## src/rtl/kws_mac_bank_cfu_pkg.sv

```systemverilog
// Shared types and constants for the KWS MAC-bank custom function unit.
package kws_cfu_pkg;

  typedef enum logic [2:0] {
    SET_OFFSET = 3'd0,
    MAC        = 3'd1,
    READ_ACC   = 3'd2,
    SET_ACC    = 3'd3,
    REQUANT    = 3'd4
  } op_e;

  typedef enum logic [1:0] {
    IDLE   = 2'd0,
    RQ_MUL = 2'd1,
    RQ_RND = 2'd2,
    RESP   = 2'd3
  } state_e;

  typedef struct packed {
    logic [6:0] funct7;
    logic [2:0] funct3;
  } fid_t;

  localparam logic signed [31:0] INT8_MIN  = -32'sd128;
  localparam logic signed [31:0] INT8_MAX  = 32'sd127;
  localparam logic [31:0]        INT32_MIN = 32'h8000_0000;

endpackage

```

## src/rtl/kws_requant_unit.sv

```systemverilog
// Two-stage fused requantize: 64-bit product, then rounding doubling high
// multiply, rounding shift, output offset and int8 clamp.
module kws_requant_unit
  import kws_cfu_pkg::*;
(
  input  logic        clk,
  input  logic        reset,
  input  logic        start_i,
  input  logic [31:0] x_i,
  input  logic [31:0] m_i,
  input  logic [4:0]  shift_i,
  input  logic [15:0] out_off_i,
  output logic        valid_o,
  output logic [31:0] y_o
);

  logic signed [63:0] prod_c, p_q, nudged_c, biased_c;
  logic               sat_q, p_vld_q, valid_q;
  logic [4:0]         shift_q;
  logic [15:0]        oo_q;
  logic [31:0]        h_c, mask_c, rem_c, thr_c, shr_c, y_c, y_q;
  logic signed [33:0] r_c;
  logic               unused_bits;

  assign prod_c      = 64'($signed(x_i)) * 64'($signed(m_i));
  assign unused_bits = biased_c[63];

  always_ff @(posedge clk) begin
    if (reset) begin
      p_q     <= '0;
      sat_q   <= 1'b0;
      shift_q <= '0;
      oo_q    <= '0;
      p_vld_q <= 1'b0;
      valid_q <= 1'b0;
      y_q     <= '0;
    end else begin
      p_vld_q <= start_i;
      valid_q <= p_vld_q;
      if (start_i) begin
        p_q     <= prod_c;
        sat_q   <= (x_i == INT32_MIN) && (m_i == INT32_MIN);
        shift_q <= shift_i;
        oo_q    <= out_off_i;
      end
      if (p_vld_q) y_q <= y_c;
    end
  end

  // Truncating divide by 2^31 is done as a biased arithmetic shift.
  always_comb begin
    nudged_c = p_q + (p_q[63] ? -64'sd1073741823 : 64'sd1073741824);
    biased_c = nudged_c + (nudged_c[63] ? 64'sd2147483647 : 64'sd0);
    h_c      = sat_q ? 32'h7FFF_FFFF : biased_c[62:31];
    mask_c   = (32'd1 << shift_q) - 32'd1;
    rem_c    = h_c & mask_c;
    thr_c    = (mask_c >> 1) + 32'(h_c[31]);
    shr_c    = 32'($signed(h_c) >>> shift_q);
    r_c      = 34'($signed(shr_c)) + 34'($signed({1'b0, rem_c > thr_c}))
             + 34'($signed(oo_q));
    if (r_c < 34'(INT8_MIN))      y_c = 32'(INT8_MIN);
    else if (r_c > 34'(INT8_MAX)) y_c = 32'(INT8_MAX);
    else                          y_c = 32'(r_c);
  end

  assign valid_o = valid_q;
  assign y_o     = y_q;

endmodule

```

## src/rtl/kws_mac_bank_cfu.sv

```systemverilog
// KWS custom function unit: accumulator bank, offset SIMD int8 MAC and
// multi-cycle requantize behind the CPU cmd/rsp handshake.
module kws_mac_bank_cfu
  import kws_cfu_pkg::*;
#(
  parameter int unsigned NUM_ACC  = 4,
  parameter int unsigned LANES    = 4,
  parameter int unsigned OFFSET_W = 9
) (
  input  logic        clk,
  input  logic        reset,
  input  logic        cmd_valid,
  output logic        cmd_ready,
  input  logic [9:0]  cmd_payload_function_id,
  input  logic [31:0] cmd_payload_inputs_0,
  input  logic [31:0] cmd_payload_inputs_1,
  output logic        rsp_valid,
  input  logic        rsp_ready,
  output logic        rsp_payload_response_ok,
  output logic [31:0] rsp_payload_outputs_0
);

  localparam int unsigned SEL_W = $clog2(NUM_ACC);

  state_e                      state_q;
  logic [31:0]                 acc_q [NUM_ACC];
  logic signed [OFFSET_W-1:0]  offset_q;
  logic                        rsp_valid_q;
  logic [31:0]                 rsp_data_q;

  fid_t                        fid;
  op_e                         op;
  logic [SEL_W-1:0]            sel;
  logic                        clr;
  logic                        accept_c;
  logic                        rq_valid;
  logic [31:0]                 rq_y;
  logic signed [OFFSET_W:0]    lane_a;
  logic signed [7:0]           lane_b;
  logic signed [OFFSET_W+8:0]  lane_p;
  logic [31:0]                 mac_sum, mac_new;
  logic                        unused_bits;

  assign fid         = fid_t'(cmd_payload_function_id);
  assign op          = op_e'(fid.funct3);
  assign sel         = fid.funct7[SEL_W-1:0];
  assign clr         = fid.funct7[6];
  assign cmd_ready   = (state_q == IDLE);
  assign accept_c    = cmd_valid && cmd_ready;
  assign unused_bits = ^{cmd_payload_inputs_1[15:5], fid.funct7[5:SEL_W]};

  // Per-lane (a + offset) * b, widened to 32 bits before summing.
  always_comb begin
    mac_sum = '0;
    lane_a  = '0;
    lane_b  = '0;
    lane_p  = '0;
    for (int i = 0; i < LANES; i++) begin
      lane_a  = (OFFSET_W+1)'($signed(cmd_payload_inputs_0[8*i +: 8]))
              + (OFFSET_W+1)'(offset_q);
      lane_b  = $signed(cmd_payload_inputs_1[8*i +: 8]);
      lane_p  = lane_a * lane_b;
      mac_sum = mac_sum + 32'(lane_p);
    end
    mac_new = acc_q[sel] + mac_sum;
  end

  kws_requant_unit u_requant (
    .clk       (clk),
    .reset     (reset),
    .start_i   (accept_c && (op == REQUANT)),
    .x_i       (acc_q[sel]),
    .m_i       (cmd_payload_inputs_0),
    .shift_i   (cmd_payload_inputs_1[4:0]),
    .out_off_i (cmd_payload_inputs_1[31:16]),
    .valid_o   (rq_valid),
    .y_o       (rq_y)
  );

  always_ff @(posedge clk) begin
    if (reset) begin
      state_q     <= IDLE;
      rsp_valid_q <= 1'b0;
      rsp_data_q  <= '0;
      offset_q    <= '0;
      for (int i = 0; i < NUM_ACC; i++) acc_q[i] <= '0;
    end else begin
      case (state_q)
        IDLE: if (cmd_valid) begin
          state_q     <= RESP;
          rsp_valid_q <= 1'b1;
          case (op)
            SET_OFFSET: begin
              offset_q   <= cmd_payload_inputs_0[OFFSET_W-1:0];
              rsp_data_q <= 32'($signed(cmd_payload_inputs_0[OFFSET_W-1:0]));
            end
            MAC: begin
              acc_q[sel] <= mac_new;
              rsp_data_q <= mac_new;
            end
            READ_ACC: begin
              rsp_data_q <= acc_q[sel];
              if (clr) acc_q[sel] <= '0;
            end
            SET_ACC: begin
              acc_q[sel] <= cmd_payload_inputs_0;
              rsp_data_q <= cmd_payload_inputs_0;
            end
            REQUANT: begin
              state_q     <= RQ_MUL;
              rsp_valid_q <= 1'b0;
            end
            default: rsp_data_q <= '0;
          endcase
        end
        RQ_MUL: state_q <= RQ_RND;
        RQ_RND: if (rq_valid) begin
          state_q     <= RESP;
          rsp_valid_q <= 1'b1;
          rsp_data_q  <= rq_y;
        end
        RESP: if (rsp_ready) begin
          state_q     <= IDLE;
          rsp_valid_q <= 1'b0;
        end
        default: state_q <= IDLE;
      endcase
    end
  end

  assign rsp_valid               = rsp_valid_q;
  assign rsp_payload_outputs_0   = rsp_data_q;
  assign rsp_payload_response_ok = 1'b1;

endmodule

```

## config.mk

```make
export PLATFORM = sky130hd
export DESIGN_NAME = kws_mac_bank_cfu
export DESIGN_NICKNAME = d
export VERILOG_FILES = /design/src/rtl/kws_mac_bank_cfu_pkg.sv /design/src/rtl/kws_requant_unit.sv /design/src/rtl/kws_mac_bank_cfu.sv
export SDC_FILE = /design/constraint.sdc
export NUM_CORES = 2
export LEC_CHECK = 0
export CAP_MARGIN = 20
export CELL_PAD_IN_SITES_DETAIL_PLACEMENT = 1
export CELL_PAD_IN_SITES_GLOBAL_PLACEMENT = 1
export CORE_MARGIN = 4
export CORE_UTILIZATION = 35
export CTS_CLUSTER_DIAMETER = 150
export CTS_CLUSTER_SIZE = 30
export DETAILED_ROUTE_END_ITERATION = 16
export GPL_ROUTABILITY_DRIVEN = 0
export PLACE_DENSITY_LB_ADDON = 0.12
export SETUP_SLACK_MARGIN = 0.05
export SKIP_LAST_GASP = 1
export SYNTH_ARGS = -nofsm -noshare
export SYNTH_HDL_FRONTEND = slang
export SYNTH_SLANG_ARGS = --single-unit
```

## constraint.sdc

```tcl
create_clock -name clk -period 18.9 [get_ports clk]
set_input_delay 1.89 -clock clk [delete_from_list [all_inputs] [get_ports clk]]
set_output_delay 1.89 -clock clk [all_outputs]
set_load 0.03 [all_outputs]
```

==> results.md <==
- Total global-route track usage: 24.5%
- Initial Util: 35.2%
- Post-Synthesis Cell Area: 73900 um^2
- Post-synthesis xor/xnor area fraction: 3.04%
- Core box area: 210000 um^2
- Sequential share of the synthesized area: 9.64%
- Die Span X: 468 um
- Yosys top cell area share: 39.9%
- Fill count: 24813
- Clock transition at path regs: 120 ps
- Final period util: 84.6%
- Synth Area in Adders: 48.2%
- Worst Setup End Kind: flop
- Complex-gate fraction of the synthesized area: 9.68%
- Routed WL: 265 mm
- Die Area: 219000 um^2
- Status: finished clean
- Core Rows: 168
- IO Port Bufs: 107
- Setup TNS Final: 0 ps
- Largest net degree at the start of global routing: 71
- First drt pass iteration count: 5
- Initial antenna violation count: 16
- Worst path max stage delay: 660 ps
- Via density: 5.28
- Die Y-Extent: 468 um
- CTS max path bufs: 3
- Initial DRC count: 3715
- Max-cap violation count: 0
- Synth area leader: fa_1
- Number of synthesized register bits: 292
- Via count of the routed design: 58875
- # setup viols final: 0
- Mux contribution to synthesized area: 1.82%
- Worst-skew pair later-pin latency: 620 ps
- Final core occ: 37.4%
- Hold Path Class: reg -> reg
- Ys async rst share: 0%
- Clock Sinks: 292
- CTS tree: done
- Final-report hold violation count: 0
- Fmax: 0.0626 GHz
- Critical Path RT: 19370 ps
- GRT overflow: 0
- P&R area growth vs syn: 6.11%
- # resized after CTS: 0
- Final nets: 10362
- CTS hold repair buffers: 0
- Fin Clk Skew: 54.9 ps
- Slowest CP cell: a2111oi_0
- # Post-CTS Setup Buffers: 0
- Avg WL per Cell: 23.8 um
- Min Tclk post-route: 15980 ps
- Most numerous cell on the critical path: ha_1
- DP Worst Slack: 2860 ps
- Io pins: 113
- H-tree Lvls: 1
- Least-Margin Pin Slew: 1230 ps
- Cell Area, Placed: 77800 um^2
- Final worst slack: 2920 ps
- First-pass GRT wire length: 408 mm
- Largest family of logic cells by synthesized area: adder cells
- Slew Viols, Final: 0
- Post-synth cell types: 93
- Syn. warnings: 0
- Syn Area/Cell: 8.72 um^2
- RSZ-0062 raised after global routing: false
- Clk root buf: clkbuf_16
- Layout cells sized above 1: 3.73%
- R2R Setup Slk: 2920 ps
- Top cells by area, synth: fa_1 40%, inv_1 8.4%, ha_1 8.3%
- Synth Flop Type: dfxtp_1
- Clock buffer count from CTS: 17
- Residual DRC count: 0
- Relative slew margins: 17.7%
- Routed Antenna Nets: 0
- Number of global-route vias before repair: 65016
- Worst Path Max Fanout: 34
- Startpoint Class: flop
- EDFF count, synth: 128
- Final instance area: 78500 um^2
- Post-Synthesis Cells: 8481
- Simple-gate share of the synthesized area: 17.0%
- Critical setup path kind: reg -> reg
- CP Data Arrival Time: 16460 ps
- Detail Placement HPWL: 205 mm
-- cell families after synthesis --
logic type,after synthesis
AND/OR/NAND/NOR,2705
multiplexers,91
other,2
buffers and inverters,2078
XOR/XNOR,257
flip-flops,292
AO/OA/AOI/OAI,1091
adder cells (fa/ha/maj),1965
-- worst paths after layout --
check,depth (start not counted),from,to
max,57,u_requant.p_q[63],u_requant.y_o[4]
min reg2reg,2,u_requant.p_q[51],u_requant.p_q[51]
min,2,u_requant.p_q[51],u_requant.p_q[51]
max reg2reg,57,u_requant.p_q[63],u_requant.y_o[4]
-- per-stage QoR --
| stage | hold slack, ps | cells |
|---|---|---|
| 2_1_floorplan | 434 | 8482 |
| 3_3_place_gp | 444 | 11103 |
| 3_5_place_dp | 454 | 11103 |
| 4_1_cts | 475 | 11133 |
| 5_1_grt | 491 | 11137 |
| 6_report | 469 | 11143 |
-- sequential cells by signal (all words and copies together) (netlist names) --
signal and cells:
acc_q 128, offset_q 9, rsp_payload_outputs_0 32, rsp_valid 1, state_q 2, u_requant.oo_q 16
u_requant.p_q 64, u_requant.p_vld_q 1, u_requant.sat_q 1, u_requant.shift_q 5, u_requant.valid_o 1, u_requant.y_o 32
-- cells in the final DEF, fill, tap and decap left out, types with 128 or more instances in the layout --
cell	n
inv_1	1649
fa_1	1474
nand2_1	1286
ha_1	489
nor2_1	461
and2_1	387
a21oi_1	354
xnor2_1	191
o21ai_0	162
dfxtp_1	158
buf_4	137
edfxtp_1	128
-- routing by layer --
| metal | track usage, % | share of wire [%] | vias up |
|---|---|---|---|
| met5 | 0 | 0.018 | - |
| met2 | 41.0 | 47 | 1221 |
| met1 | 34.5 | 46 | 31230 |
| li1 | - | - | 26148 |
| met4 | 4.81 | 2.2 | 6 |
| met3 | 2.54 | 4.6 | 270 |
-- synthesized netlist by cell type (34+ instances only) --
| library cell | count |
|---|---|
| a211oi_1 | 56 |
| a21o_1 | 94 |
| a21oi_1 | 354 |
| a22oi_1 | 43 |
| and2_1 | 387 |
| buf_1 | 60 |
| clkbuf_1 | 357 |
| dfxtp_1 | 164 |
| edfxtp_1 | 128 |
| fa_1 | 1475 |
| ha_1 | 490 |
| inv_1 | 1649 |
| mux2i_1 | 50 |
| mux4_2 | 34 |
| nand2_1 | 1287 |
| nand2b_1 | 94 |
| nand3_1 | 76 |
| nand4_1 | 53 |
| nor2_1 | 464 |
| nor2b_1 | 48 |
| nor3_1 | 80 |
| nor4_1 | 48 |
| o211ai_1 | 48 |
| o21ai_0 | 162 |
| xnor2_1 | 192 |
| xor2_1 | 65 |
-- final cells by class --
cell class              instances  area (um^2)  share of cell area, %
diodes                          8         20.0                 0.0255
clock buffers                  21          440                  0.561
clock inverters                 9          168                  0.214
inverters                    1651         6200                   7.90
multi-input cells            6112        59000                   75.3
flip-flops and latches        292         7130                   9.09
well taps                    2805         3510                   4.47
repair buffers                245         1930                   2.46
-- worst max-delay path, delay by kind of cell (launching register included) --
family                   cells  cell delay [ps]
multiplexers                 1              200
adder cells (fa/ha/maj)      7             2960
AND/OR/NAND/NOR             20             4430
AO/OA/AOI/OAI               25             6810
buffers and inverters        4             1080
flip-flops                   1              320
Power is not shown: default switching activity piles up to over one toggle a cycle in this logic, so the estimate is an artifact.
